===== src/rtl/cdecv_pkg.sv =====
// Shared definitions for the cdecv memory subsystem: data/address widths and the I/O address.
package cdecv_pkg;

    localparam int unsigned DATA_W = 8;
    localparam int unsigned ADDR_W = 8;

    typedef logic [ADDR_W-1:0] addr_t;
    typedef logic [DATA_W-1:0] data_t;

    localparam addr_t IO_ADDR = 8'hFF;

endpackage


===== src/rtl/io_debouncer.sv =====
// Two-flop synchronizer plus hold-time debouncer for the switch inputs.
// accepted_change_c is high on the edge that loads io_in with a new value.
module io_debouncer
    import cdecv_pkg::*;
#(
    parameter int unsigned DEBOUNCE_CYCLES = 1000
) (
    input  logic  clk,
    input  logic  reset_n,
    input  data_t sw_in,
    output data_t io_in,
    output logic  accepted_change_c
);

    localparam int unsigned CNT_W = (DEBOUNCE_CYCLES > 1) ? $clog2(DEBOUNCE_CYCLES) : 1;
    localparam logic [CNT_W-1:0] CNT_MAX = CNT_W'(DEBOUNCE_CYCLES - 1);

    data_t            sync1_q, sync2_q;
    data_t            cand_q, cand_d;
    data_t            io_in_q, io_in_d;
    logic [CNT_W-1:0] cnt_q, cnt_d;
    logic             stable_c;
    logic             at_max_c;

    // Restart on any candidate change, accept once held long enough, saturate after.
    always_comb begin
        cand_d   = cand_q;
        cnt_d    = cnt_q;
        io_in_d  = io_in_q;
        stable_c = (sync2_q == cand_q);
        at_max_c = (cnt_q == CNT_MAX);
        if (!stable_c) begin
            cand_d = sync2_q;
            cnt_d  = '0;
        end else if (at_max_c) begin
            io_in_d = cand_q;
        end else begin
            cnt_d = cnt_q + CNT_W'(1);
        end
        accepted_change_c = stable_c && at_max_c && (cand_q != io_in_q);
    end

    always_ff @(posedge clk or negedge reset_n) begin
        if (!reset_n) begin
            sync1_q <= '0;
            sync2_q <= '0;
            cand_q  <= '0;
            cnt_q   <= '0;
            io_in_q <= '0;
        end else begin
            sync1_q <= sw_in;
            sync2_q <= sync1_q;
            cand_q  <= cand_d;
            cnt_q   <= cnt_d;
            io_in_q <= io_in_d;
        end
    end

    assign io_in = io_in_q;

endmodule


===== src/rtl/io_port.sv =====
// Memory-mapped I/O port at IO_ADDR: LED output register, debounced switch input,
// load-data mux and a sticky input-changed flag for the monitor.
module io_port
    import cdecv_pkg::*;
#(
    parameter int unsigned DEBOUNCE_CYCLES = 1000
) (
    input  logic  clk,
    input  logic  reset_n,
    input  logic  we_io,
    input  logic  sel_ram_io,
    input  logic  re,
    input  data_t WD,
    input  data_t ram_rd,
    input  data_t sw_in,
    output data_t RD,
    output data_t io_out,
    output data_t io_in,
    output logic  io_changed
);

    data_t io_out_q, io_out_d;
    logic  io_changed_q, io_changed_d;
    data_t io_in_w;
    logic  accepted_change_c;

    io_debouncer #(
        .DEBOUNCE_CYCLES(DEBOUNCE_CYCLES)
    ) u_deb (
        .clk               (clk),
        .reset_n           (reset_n),
        .sw_in             (sw_in),
        .io_in             (io_in_w),
        .accepted_change_c (accepted_change_c)
    );

    // A new accept overrides a CPU load clearing the flag on the same edge.
    always_comb begin
        io_out_d     = io_out_q;
        io_changed_d = io_changed_q;
        if (we_io) begin
            io_out_d = WD;
        end
        if (re && sel_ram_io) begin
            io_changed_d = 1'b0;
        end
        if (accepted_change_c) begin
            io_changed_d = 1'b1;
        end
    end

    always_ff @(posedge clk or negedge reset_n) begin
        if (!reset_n) begin
            io_out_q     <= '0;
            io_changed_q <= 1'b0;
        end else begin
            io_out_q     <= io_out_d;
            io_changed_q <= io_changed_d;
        end
    end

    // Loads from the I/O address always return the switches, never io_out.
    assign RD         = sel_ram_io ? io_in_w : ram_rd;
    assign io_out     = io_out_q;
    assign io_in      = io_in_w;
    assign io_changed = io_changed_q;

endmodule


===== config.mk =====
export PLATFORM = sky130hd
export DESIGN_NAME = io_port
export DESIGN_NICKNAME = d
export VERILOG_FILES = /design/src/rtl/cdecv_pkg.sv /design/src/rtl/io_debouncer.sv /design/src/rtl/io_port.sv
export SDC_FILE = /design/constraint.sdc
export NUM_CORES = 1
export LEC_CHECK = 0
export BUFFER_PORTS_ARGS = -buffer_cell sky130_fd_sc_hd__buf_4
export CAP_MARGIN = 20
export CORE_MARGIN = 1
export CORE_UTILIZATION = 35
export CTS_CLUSTER_DIAMETER = 80
export DETAILED_ROUTE_END_ITERATION = 12
export GPL_TIMING_DRIVEN = 1
export PLACE_DENSITY = 0.6
export SKIP_CTS_REPAIR_TIMING = 1
export SLEW_MARGIN = 40
export SYNTH_ARGS = -nofsm -noshare
export SYNTH_HDL_FRONTEND = slang
export SYNTH_HIERARCHICAL = 1
export SYNTH_SLANG_ARGS = --single-unit

===== constraint.sdc =====
create_clock -name clk -period 1.8 [get_ports clk]
set_clock_uncertainty 0.1 [all_clocks]
set_input_delay 0.09 -clock clk [delete_from_list [all_inputs] [get_ports clk]]
set_output_delay 0.09 -clock clk [all_outputs]
set_load 0.05 [all_outputs]

* After elaboration in Yosys (flattened, before gate mapping) *
Index checks and enable logic that the tools add are counted.

storage, ports and cells
  output and inout port bits = 25
  bits of input ports = 29
  bits in registers = 51
  logic and storage cells = 22

cells by class
  reductions and logical operators = 5
  add/sub/neg operators = 1
  muxes and demuxes = 5
  equality and inequality tests = 4

operators by type and width
  operator                                        number
  two-way mux 10 bit                              2
  adder 10 x 1 -> 10 bit (second input constant)  1
  equality test 10 bit (second input constant)    1
  equality test 8 bit                             1
  two-way mux 8 bit                               1
  != test 8 bit                                   1
  logical AND 1 bit                               3
  two-way mux 1 bit                               2
  != test 2 bit (second input constant)           1
  AND reduction 2 bit                             1
  nonzero test 2 bit                              1

* Longest topological paths before layout *
Gate-level depths: netlist (run 1).

  word-level depth = 4
  depth in mapped cells = 6
  mapped depth without buffers = 5

* By module *
Netlist (run 1), hierarchy kept.

by module, submodules not included
  module        times used  cells each  area an instance (µm²)  seq. area each (µm²)
  io_debouncer  1           125         1,669.1                 1,051.0
  io_port       1           29          499.2                   225.2

* Worst setup path after synthesis (run 1) *
Ideal clock, no wire load.

  path kind = flip-flop to flip-flop
  from = register u_deb.cnt_q[0]
  to = register u_deb.io_in_q[0], in the netlist u_deb/io_in[0]
  setup time = 125 ps
  cell stages (with the launch flop) = 7
  buffers on the path = 1
  period minus slack after synthesis = 1,738 ps
  required time = 1,575 ps
  slack = 62 ps
  data arrival time = 1,513 ps
  cells stage by stage = dfrtp_1 ha_1 nand2_1 nor4_2 and4_1 buf_6 mux2_4

between the ends
  longest elaborated chain between the ends = 2

ends and longest elaborated chain
  what                                  line                text
  from (decl)                           io_debouncer.sv:21  logic [CNT_W-1:0] cnt_q, cnt_d;
  from (signal assigned)                io_debouncer.sv:54  cnt_q <= cnt_d;
  equality test 10 bit                  io_debouncer.sv:31  at_max_c = (cnt_q == CNT_MAX);
  AND reduction 2 bit (no source line)  --
  to (signal assigned)                  io_debouncer.sv:55  io_in_q <= io_in_d;
  to (decl)                             io_debouncer.sv:20  data_t io_in_q, io_in_d;

Every way passes these cells.
A chain may end at the register's enable or synchronous reset.

* Worst setup path after layout (run 1) *
  from = register u_deb.sync2_q[1]
  to = register u_deb.io_in_q[2], in the netlist u_deb/io_in[2]

between the ends
  longest elaborated chain between the ends = 2

ends and longest elaborated chain
  what                                  line                text
  from (decl)                           io_debouncer.sv:18  data_t sync1_q, sync2_q;
  from (signal assigned)                io_debouncer.sv:52  sync2_q <= sync1_q;
  equality test 8 bit                   io_debouncer.sv:30  stable_c = (sync2_q == cand_q);
  AND reduction 2 bit (no source line)  --

Every way passes these cells.

==> results of run 1 <==
==> worst min path at each step <==
stage                                            end  slack, ps  depth (start not counted)  startpoint
after detailed placement      io_changed$_DFFE_PN0P_         60                          1     reset_n
after CTS                 u_deb/sync1_q[2]$_DFF_PN0_       -290                          1     reset_n
after global routing          io_changed$_DFFE_PN0P_         10                          3          re
final                         io_changed$_DFFE_PN0P_        -10                          3          re
after floorplan               io_changed$_DFFE_PN0P_       -310                          0     reset_n
after global placement    u_deb/cnt_q[6]$_DFFE_PN0P_         50                          1     reset_n
==> worst register-to-register path, stage by stage, from the launching register on <==
cell	delay [ps]
dfrtp_1	400
xor2_1	170
nor4_2	320
and4_1	260
buf_4	150
mux2_4	290
==> cell families after synthesis <==
| kind of cell | share of synthesized area |
|---|---|
| muxes | 0.171 |
| DFF | 0.589 |
| xor gates and xnor gates | 0.0929 |
| AOI/OAI and AO/OA | 0.0115 |
| buffers and inverters | 0.0329 |
| adders and majority gates | 0.00577 |
| and+or+nand+nor | 0.0975 |
==> power by group through the flow <==
stage	combinational (uW)	sequential [uW]	clock, uW
finish	334	1220	704
global route	356	1220	778
CTS	305	1220	739
detailed placement	307	1240	0
global placement	301	1240	0
floorplan	125	1300	0
==> per-layer routing <==
metal  up-vias  global-route usage
met2        56               0.195
li1        677                   -
met4         0              0.0554
met1       644               0.146
met5         -                   0
met3         5              0.0477
==> flip-flops by register name, indices dropped and copies added (netlist names) <==
name / flops
io_changed: 1
u_deb/cand_q: 8
u_deb/io_in: 8
u_deb/sync2_q: 8
u_deb/cnt_q: 10
u_deb/sync1_q: 8
io_out: 8
==> metrics by stage <==
step                hold WS, ps  cell area [sq um]  setup TNS, ps
CTS                        -289               2810           -242
floorplan                  -306               2170              0
global route               14.5               3020           -544
finish                    -12.5               3020          -4.02
global placement           52.2               2710              0
detailed placement         56.8               2710          -37.8
==> Yosys cell counts, drive strengths merged <==
master / instances
dfrtp: 51
and2: 1
a211oi: 1
inv: 1
clkbuf: 9
xor2: 10
mux2: 24
nor4: 3
nand3: 3
nand2b: 1
xnor2: 13
a21oi: 1
mux2i: 1
a21o: 1
nand4: 4
ha: 1
nor2: 13
nand2: 6
buf: 3
nor3: 3
or3: 1
or4: 2
and4: 1
==> cell type report <==
type	count	area, sq um	area share
sequential	51	1280	0.423
multi-input combinational	90	845	0.280
timing repair buffer	87	699	0.232
tap	75	93.8	0.0311
clock buffer	5	68.8	0.0228
clock inverter	3	33.8	0.0112
inverter	1	3.75	0.00124
==> summary.md, run 1 <==
| Metric | Value |
|---|---|
| Outcome | finished with violations |
| Failing checks | hold timing, setup timing |
| Vias | 1382 |
| Crit-path max cell delay | 400 ps |
| Worst setup path endpoint | u_deb/io_in[2]$_DFFE_PN0P_ |
| Delay-heaviest family, CP | simple AND/OR/NAND/NOR gates |
| Register share of total power | 0.540 |
| Crit path max fanout | 4 |
| Comb power frac | 0.148 |
| Antenna-violating nets left | 0 |
| Worst Max-Slew Pin Slew | 616 ps |
| Vias in the first global route | approximately 1.3k |
| DP Worst Slack | -10.3 ps |
| Total Power | 2260 uW |
| Starting density of the core | 0.364 |
| CTS tree | done |
| Fmax | 0.555 GHz |
| Crit end category | flop |
| Most common cell after layout, fill and taps aside | buf_4 |
| GRT Overall Usage | 0.122 |
| Clock buffer depth | 2 |
| IR drop worst, VDD | 336 uV |
| Initial antenna violation count | 0 |
| Die X | approximately 80 microns |
| Max-slew violations | 0 |
| R2r startpoint | u_deb/sync2_q[1]$_DFF_PN0_ |
| CP startpoint | u_deb/sync2_q[1]$_DFF_PN0_ |
| Placed cells | about 290 |
| Clock power frac | 0.312 |
| Syn Area/Cell | about 14 sq um |
| Synth warnings | 6 |
| Max cap viols | 0 |
| CTS Buf Count | 5 |
| Reg2Reg Depth | 5 |
| CP Depth | 5 |
| Sequential share of the synthesized area | 0.589 |
| Final setup viols | 2 |
| Mapped Cells | 154 |
| IO buf count | 53 |
| Critical Path AT | around 1900 ps |
| Setup CP Type | reg -> reg |
| Slowest CP cell | dfrtp_1 |
| Fin crit period | 1800 ps |
| Clk slew on worst S/H paths | 100 ps |
| Clk sinks | 51 |
| Final worst-path cycle share | 1.00 |
| First-pass GRT wire length | slightly below 6 mm |
| Final HPWL DP | 2.62 mm |
| Core area | 5960 sq um |
| Grt ovf | 0 |
| Syn Nets | ~180 |
| Drc violations | 0 |
| GPL Wtd Cong | 0.726 |
| Pwr dens | approximately 750 nW/um^2 |
| Detailed-route vias per instance | 4.43 |
| Maximum number of pins on one net before global-route repair | 52 |
| Diodes inserted | 0 |
| Skew-Pair Late Insertion Delay | between 300 and 400 ps |
| Sw Ratio | 0.271 |
| Fin cells | 312 |
| Yosys cell types | 26 |
| Routed met3 length | 301 microns |
| Highest metal used | met4 |
| Post-Route M1 WL | 1.64 mm |
| WL final | 3.77 mm |
| RSZ-0062 raised after global routing | yes |
| Layout cell share with drive strength beyond 1 | 0.473 |
| Worst r2r dst | u_deb/io_in[2]$_DFFE_PN0P_ |
| Fin. Hold Viols | 1 |
| Die Y | about 80 microns |
| Leak pwr | ~0.0014 uW |
| Io pins | 54 |
| Int Power | 1640 uW |
| Mapped Area | approximately 2200 sq um |
| # H-tree levels | 2 |
| Top-area cell type share of the netlist area | 0.589 |
| Slew margin rel. | 0.590 |
| Worst Setup Start Kind | flop |
| Commonest non-fill, non-tap cells in the layout | 69 x buf_4, 51 x dfrtp_1, 24 x mux2_4 |
| Drt pass-1 iters | 2 |
| Reg2Reg Setup Slack | -2 ps |
| Die Area | approximately 6500 sq um |
| Root Driver | clkbuf_8 |
| Area leader, netlist | dfrtp_1 |
| Worst Hold Class | in -> reg |
| Row count | 28 |
| Layout Nets | 266 |
| Worst setup margin | -2.34 ps |
| Initial DRC count | 49 |
| Crit path cell chain | xor2_1, nor4_2, and4_1, buf_4, mux2_4 |
| Hold_ws | -12.5 ps |
| Core Util, Final | 0.507 |
| P_sw | 613 uW |
| Critical Path RT | 1890 ps |
| Fillers | a little over 500 |
| Crit path buf inv count | 1 |
| DR WL/cell | 12.1 microns |
| Top cells by area, synth | dfrtp_1 59%, mux2_4 17%, xnor2_1 5.3% |
| Seq cells post-synth | a little over 50 |
| Area growth from synthesis to layout | 39.3% |
| Met2 WL | 1.79 mm |
Note: power is estimated with default switching activity, not from simulation.
==> inputs of run 2 (changes only) <==
--- a/config.mk
+++ b/config.mk
@@ -12,10 +12,9 @@
 export CTS_CLUSTER_DIAMETER = 80
 export DETAILED_ROUTE_END_ITERATION = 12
 export GPL_TIMING_DRIVEN = 1
-export PLACE_DENSITY = 0.6
+export PLACE_DENSITY = 0.58
 export SKIP_CTS_REPAIR_TIMING = 1
 export SLEW_MARGIN = 40
 export SYNTH_ARGS = -nofsm -noshare
 export SYNTH_HDL_FRONTEND = slang
-export SYNTH_HIERARCHICAL = 1
 export SYNTH_SLANG_ARGS = --single-unit
==> constraint.sdc (replaced) <==
create_clock -name clk -period 2.12 [get_ports clk]
set_clock_uncertainty 0.1 [all_clocks]
set_input_delay 0.106 -clock clk [delete_from_list [all_inputs] [get_ports clk]]
set_output_delay 0.106 -clock clk [all_outputs]
set_load 0.05 [all_outputs]
==> summary.md, run 2 <==
| Metric | Value |
|---|---|
| Yosys cell types | 21 (-19%) |
| Top_reg_cell synth | dfrtp_1 |
| # H-tree levels | 2 (unchanged) |
| Sequential share of the synthesized area | 0.631 (+0.0422) |
| Worst Hold Class | in -> reg |
| GPL Wtd Cong | 0.773 (+6.4%) |
| Layout Nets | 251 (-5.6%) |
| Drt pass-1 iters | 2 (unchanged) |
| WL final | 3.74 mm (-0.95%) |
| Vias in the first global route | 1262 (-2.6%) |
| Final HPWL DP | 2.60 mm (-0.83%) |
| Leading cell types by count after synthesis | 51 x dfrtp_1, 24 x mux2_2, 13 x xnor2_1 |
| Worst r2r dst | u_deb.io_in[5]$_DFFE_PN0P_ |
| Syn Nets | 181 (-1.6%) |
| Row count | 27 (-3.6%) |
| Syn Area/Cell | 13.4 sq um (-4.8%) |
| Mapped Area | 2020 sq um (-6.7%) |
| Critical Path RT | 2210 ps (+320 ps) |
| Mapped Cells | 151 (-1.9%) |
| Synth warnings | 0 (-6) |
| Clk slew on worst S/H paths | 100 ps (about the same) |
| Worst Max-Slew Pin Slew | 620 ps (+4.62 ps) |
| Int Power | 1380 uW (-16%) |
| Worst setup path endpoint | u_deb.io_in[5]$_DFFE_PN0P_ |
| Starting density of the core | 0.365 (+0.00110) |
| RSZ-0062 raised after global routing | no |
| Layout cell share with drive strength beyond 1 | 0.428 (-0.0446) |
| Final Cell Area | 2790 sq um (-7.8%) |
| Outcome | complete, no violations |
| Top-area cell type share of the netlist area | 0.631 (+0.0422) |
| Sw Ratio | 0.270 (-0.00147) |
| Most common cell after layout, fill and taps aside | buf_4 |
| Post-Route Setup TNS | 0 ps (+4.02 ps) |
| Max-slew violations | 0 (unchanged) |
| Initial DRC count | 55 (+12%) |
| Fin. Hold Viols | 0 (-1) |
| R2r startpoint | u_deb.cnt_q[4]$_DFFE_PN0N_ |
| Slew margin rel. | 0.587 (-0.00308) |
| Die Area | 6090 sq um (-6.5%) |
| Pwr dens | 678 nW/um^2 (-9.3%) |
| Max cap viols | 0 (unchanged) |
| Leak pwr | 0.00129 uW (-9.5%) |
| CP startpoint | u_deb.cnt_q[4]$_DFFE_PN0N_ |
| IO buf count | 53 (unchanged) |
| Final setup viols | 0 (-2) |
| Die X | 78.0 microns (-3.3%) |
| Fin crit period | 2040 ps (+241 ps) |
| Drc violations | 0 (unchanged) |
| P_sw | 510 uW (-17%) |
| Area leader, netlist | dfrtp_1 |
| Detailed-route vias per instance | 4.52 (+2.1%) |
| Async SR Flop Fraction | 1.00 (unchanged) |
| IR drop worst, VDD | 403 uV (+20%) |
| Register share of total power | 0.549 (+0.009) |
| Crit end category | flop |
| Core area | 5540 sq um (-7.0%) |
| Maximum number of pins on one net before global-route repair | 52 (unchanged) |
| Critical Path AT | 2130 ps (+230 ps) |
| Fmax | 0.489 GHz (-12%) |
| Initial antenna violation count | 0 (unchanged) |
| DR WL/cell | 12.7 microns (+5.1%) |
| Post-synth EDFFs | 0 (unchanged) |
| Top cells by area, synth | dfrtp_1 63%, mux2_2 13%, xnor2_1 5.6% |
| Area post-placement | 2490 sq um (-7.8%) |
| CTS tree | done |
| Reg2Reg Setup Slack | 80 ps (+80 ps) |
| Comb power frac | 0.137 (-0.011) |
| Hold_ws | 11.1 ps (+23.6 ps) |
| Antenna-violating nets left | 0 (unchanged) |
| Area growth from synthesis to layout | 37.7% |
| Grt ovf | 0 (unchanged) |
| Clk sinks | 51 (unchanged) |
| Commonest non-fill, non-tap cells in the layout | 56 x buf_4, 50 x dfrtp_1, 24 x mux2_2 |
| GRT Overall Usage | 0.128 (+0.00546) |
| Clock power frac | 0.313 (about the same) |
| Max FFs per register | 10 (unchanged) |
| Most frequent cell after synthesis | dfrtp_1 |
| Io pins | 54 (unchanged) |
| Diodes inserted | 0 (unchanged) |
| Crit path max fanout | 5 (+1) |
| Die Y | 78.0 microns (-3.3%) |
| Clock buffer depth | 2 (unchanged) |
| First-pass GRT wire length | 5.90 mm (+0.82%) |
| Final worst-path cycle share | 0.964 (-0.0375) |
| Worst Setup Start Kind | flop |
| Top reg by flops | u_deb.cnt_q |
| Seq cells post-synth | 51 (unchanged) |
| Setup CP Type | reg -> reg |
| Root Driver | clkbuf_8 |
| Fillers | 508 (-1.6%) |
| Total Power | 1890 uW (-16%) |
| CTS Buf Count | 5 (unchanged) |
| Vias | 1330 (-3.8%) |
| Reg2Reg Depth | 5 (unchanged) |
| Skew-Pair Late Insertion Delay | 310 ps (about the same) |
==> run 2: cell types whose count changed after synthesis, moves of 2 or more <==
| cell | before | now |
|---|---|---|
| mux2_2 | 0 | 24 |
| mux2_4 | 24 | 0 |
| nor2_1 | 13 | 9 |
| buf_6 | 3 | 0 |
| clkbuf_1 | 9 | 11 |
| nand2_1 | 6 | 8 |
| nor4_1 | 1 | 3 |
| nor4_2 | 2 | 0 |
==> run 2: cell families (layout without fill, tap and decap cells) <==
group           Yosys count  after routing  share of synthesized area
simple gates             36             36                     0.0922
fa+ha+maj                 1              1                    0.00618
buf+inv                  12             83                     0.0229
flops                    51             51                      0.631
compound gates            3              3                     0.0105
xor+xnor                 24             24                      0.104
mux                      24             24                      0.134
==> run 2: final cells by class <==
type / count / area (sq um) / area share
clock buffers: 5 / 68.8 / 0.0247
clock inverters: 3 / 28.8 / 0.0103
multi-input cells: 88 / 707 / 0.254
flip-flops and latches: 51 / 1280 / 0.459
well taps: 72 / 90.1 / 0.0323
repair buffers: 75 / 613 / 0.220
==> run 2: metrics by stage <==
step	cells	worst slack, ps	utilization
floorplan	151	-0.0973	-
global placement	268	69.9	0.450
CTS	276	18.3	0.468
global route	294	8.61	0.503
detailed placement	268	38.8	0.450
finish	294	76.7	0.503
==> run 2: worst min-delay path by stage <==
stage	slack, ps	to	depth (start not counted)	from
3_5_place_dp	70	u_deb.sync1_q[7]$_DFF_PN0_	1	reset_n
2_1_floorplan	-290	io_changed$_DFFE_PN0P_	0	reset_n
3_3_place_gp	60	u_deb.sync1_q[0]$_DFF_PN0_	1	reset_n
5_1_grt	10	io_out[1]$_DFFE_PN0P_	2	we_io
4_1_cts	-280	u_deb.sync1_q[7]$_DFF_PN0_	1	reset_n
6_report	10	io_changed$_DFFE_PN0P_	3	re
==> run 2: worst max-delay path, stage by stage (launching register included) <==
cell      delay [ps]
dfrtp_1          440
nand2b_1         170
or4_4            540
nor3_4           220
buf_6            140
mux2_2           330
==> run 2: power groups by stage <==
| stage | registers, uW | clock network, uW | logic (uW) |
|---|---|---|---|
| after floorplan | 1100 | 0 | 85.6 |
| after global placement | 1050 | 0 | 234 |
| after detailed placement | 1050 | 0 | 238 |
| after CTS | 1040 | 623 | 237 |
| after global routing | 1040 | 664 | 275 |
| final | 1040 | 592 | 259 |
==> run 2: metal layers <==
metal,vias to the layer above,global-route usage,wire (microns)
met2,40,0.204,1910
met1,642,0.169,1600
li1,643,-,-
met5,-,0,0
met3,5,0.0349,183
met4,0,0.0444,48
==> inputs of run 3 (changes only) <==
--- a/config.mk
+++ b/config.mk
@@ -12,9 +12,10 @@
 export CTS_CLUSTER_DIAMETER = 80
 export DETAILED_ROUTE_END_ITERATION = 12
 export GPL_TIMING_DRIVEN = 1
-export PLACE_DENSITY = 0.58
+export PLACE_DENSITY = 0.57
 export SKIP_CTS_REPAIR_TIMING = 1
 export SLEW_MARGIN = 40
 export SYNTH_ARGS = -nofsm -noshare
 export SYNTH_HDL_FRONTEND = slang
+export SYNTH_HIERARCHICAL = 1
 export SYNTH_SLANG_ARGS = --single-unit
==> summary.md, run 3 (synthesis results as in run 1) <==
| Metric | Value |
|---|---|
| CTS tree | done |
| Clock buffer depth | 2 (unchanged) |
| Most common cell after layout, fill and taps aside | buf_4 |
| Layout Nets | 253 (+0.80%) |
| Vias | 1307 (-1.7%) |
| Worst Max-Slew Pin Slew | 619 ps (-1.09 ps) |
| Slew margin rel. | 0.587 (+0.000728) |
| Fin crit period | 1890 ps (-155 ps) |
| Top reg by flops | u_deb/cnt_q |
| IO buf count | 53 (unchanged) |
| Crit end category | flop |
| Clk sinks | 51 (unchanged) |
| Worst Setup Start Kind | flop |
| Reg2Reg Depth | 6 (+1) |
| GPL Wtd Cong | 0.754 (-2.4%) |
| Core Util, Final | 0.488 (-0.0145) |
| IR drop worst, VDD | 391 uV (-2.9%) |
| Area growth from synthesis to layout | 34.1% |
| WL final | 3.77 mm (+0.94%) |
| Detailed-route vias per instance | 4.37 (-3.4%) |
| Diodes inserted | 0 (unchanged) |
| Fin. Hold Viols | 0 (unchanged) |
| GRT Overall Usage | 0.130 (+0.00173) |
| Setup CP Type | reg -> reg |
| CTS Buf Count | 5 (unchanged) |
| Fmax | 0.530 GHz (+8.2%) |
| Fillers | 532 (+4.7%) |
| Worst Hold Class | in -> reg |
| Multi-input gate area | 821 sq um (+16%) |
| # H-tree levels | 2 (unchanged) |
| Clk slew on worst S/H paths | 90 ps (about the same) |
| Pwr dens | 682 nW/um^2 (+0.67%) |
| DR WL/cell | 12.6 microns (-0.75%) |
| Final HPWL DP | 2.62 mm (+0.87%) |
| Root Driver | clkbuf_8 |
| Maximum number of pins on one net before global-route repair | 52 (unchanged) |
| Outcome | complete, no violations |
| Final setup viols | 0 (unchanged) |
| First-pass GRT wire length | 6.15 mm (+4.2%) |
| Max-slew violations | 0 (unchanged) |
| R2r startpoint | u_deb/cnt_q[0]$_DFFE_PN0P_ |
| Critical Path RT | 2210 ps (about the same) |
| Fin cells | 299 (+1.7%) |
| Die Y | 80.7 microns (+3.4%) |
| Die X | 80.7 microns (+3.4%) |
| Initial DRC count | 36 (-35%) |
| Worst r2r dst | u_deb/io_in[5]$_DFFE_PN0P_ |
| Io pins | 54 (unchanged) |
| Layout cell share with drive strength beyond 1 | 0.420 (-0.00829) |
| Starting density of the core | 0.364 (-0.00110) |
| Core area | 5960 sq um (+7.5%) |
| Critical Path AT | 1980 ps (-150 ps) |
| Die Area | 6510 sq um (+7.0%) |
| Commonest non-fill, non-tap cells in the layout | 56 x buf_4, 51 x dfrtp_1, 24 x mux2_4 |
| Sequential Area | 1280 sq um (about the same) |
| Drt pass-1 iters | 4 (+2) |
| Drc violations | 0 (unchanged) |
| Post-Route Setup TNS | 0 ps (unchanged) |
| Row count | 28 (+3.7%) |
| Antenna-violating nets left | 0 (unchanged) |
| Leak pwr | 0.00136 uW (+5.7%) |
| CP startpoint | u_deb/cnt_q[0]$_DFFE_PN0P_ |
| Skew-Pair Late Insertion Delay | 300 ps (about the same) |
| Reg2Reg Setup Slack | 230 ps (+150 ps) |
| Max FFs per register | 10 (unchanged) |
| Final worst-path cycle share | 0.891 (-0.0731) |
| Vias in the first global route | 1291 (+2.3%) |
| Placed cells | 273 (+1.9%) |
| Max cap viols | 0 (unchanged) |
| Initial antenna violation count | 0 (unchanged) |
| RSZ-0062 raised after global routing | no |
| Grt ovf | 0 (unchanged) |
| Crit path max fanout | 4 (-1) |
| Worst setup path endpoint | u_deb/io_in[5]$_DFFE_PN0P_ |
-- run 3: cell count changes in the layout (fill, tap and decap cells not counted), sizes merged, moves of 2 or more --
cell / delta
nand2: -2
inv: -2
buf: -2
nor3: -2
clkinv: +2
nor2: +4
-- run 3: report_power, final --
part	total, uW	switching (uW)	leakage, uW	internal, uW
registers	1040	25.5	0.000639	1010
logic	280	148	0.000662	132
clock network	668	316	0.0000581	352
-- run 3: layer usage --
metal | global-route usage | part of all wire | up-vias | routed length, microns
met1 | 0.177 | 0.46 | 605 | 1750
met2 | 0.195 | 0.46 | 48 | 1740
met5 | 0 | 0 | - | 0
met4 | 0.0429 | 0.012 | 0 | 45
li1 | - | - | 648 | -
met3 | 0.0409 | 0.063 | 6 | 237
-- run 3: layout make-up --
class,count,share of cell area
sequential,51,0.439
multi-input combinational,90,0.282
inverter,1,0.00129
tap,75,0.0323
clock buffer,5,0.0237
timing repair buffer,74,0.207
clock inverter,3,0.0151
-- run 3: critical path: stages (launching register included) --
cell	delay, ps
dfrtp_1	400
ha_1	200
nand2_1	120
nor4_2	260
and4_1	250
buf_4	150
mux2_4	300
-- run 3: metrics by stage --
step                      hold slack (ps)  worst slack (ps)  total power, uW  cell area, sq um
after CTS                            -263               219             1990              2730
after detailed placement             75.9               245             1310              2620
after floorplan                      -290               382             1210              2170
after global routing                 70.2              71.1             2080              2910
after global placement               74.9               292             1310              2620
final                                79.6               232             1980              2910
-- run 3: how the worst min path moves through the flow --
| stage | from | to | slack, ps | depth (start not counted) |
|---|---|---|---|---|
| 6_report | we_io | io_out[7]$_DFFE_PN0P_ | 80 | 2 |
| 3_3_place_gp | reset_n | u_deb/sync1_q[7]$_DFF_PN0_ | 70 | 1 |
| 3_5_place_dp | reset_n | u_deb/sync1_q[6]$_DFF_PN0_ | 80 | 1 |
| 4_1_cts | reset_n | u_deb/sync1_q[4]$_DFF_PN0_ | -260 | 1 |
| 2_1_floorplan | reset_n | io_changed$_DFFE_PN0P_ | -290 | 0 |
| 5_1_grt | we_io | io_out[3]$_DFFE_PN0P_ | 70 | 2 |
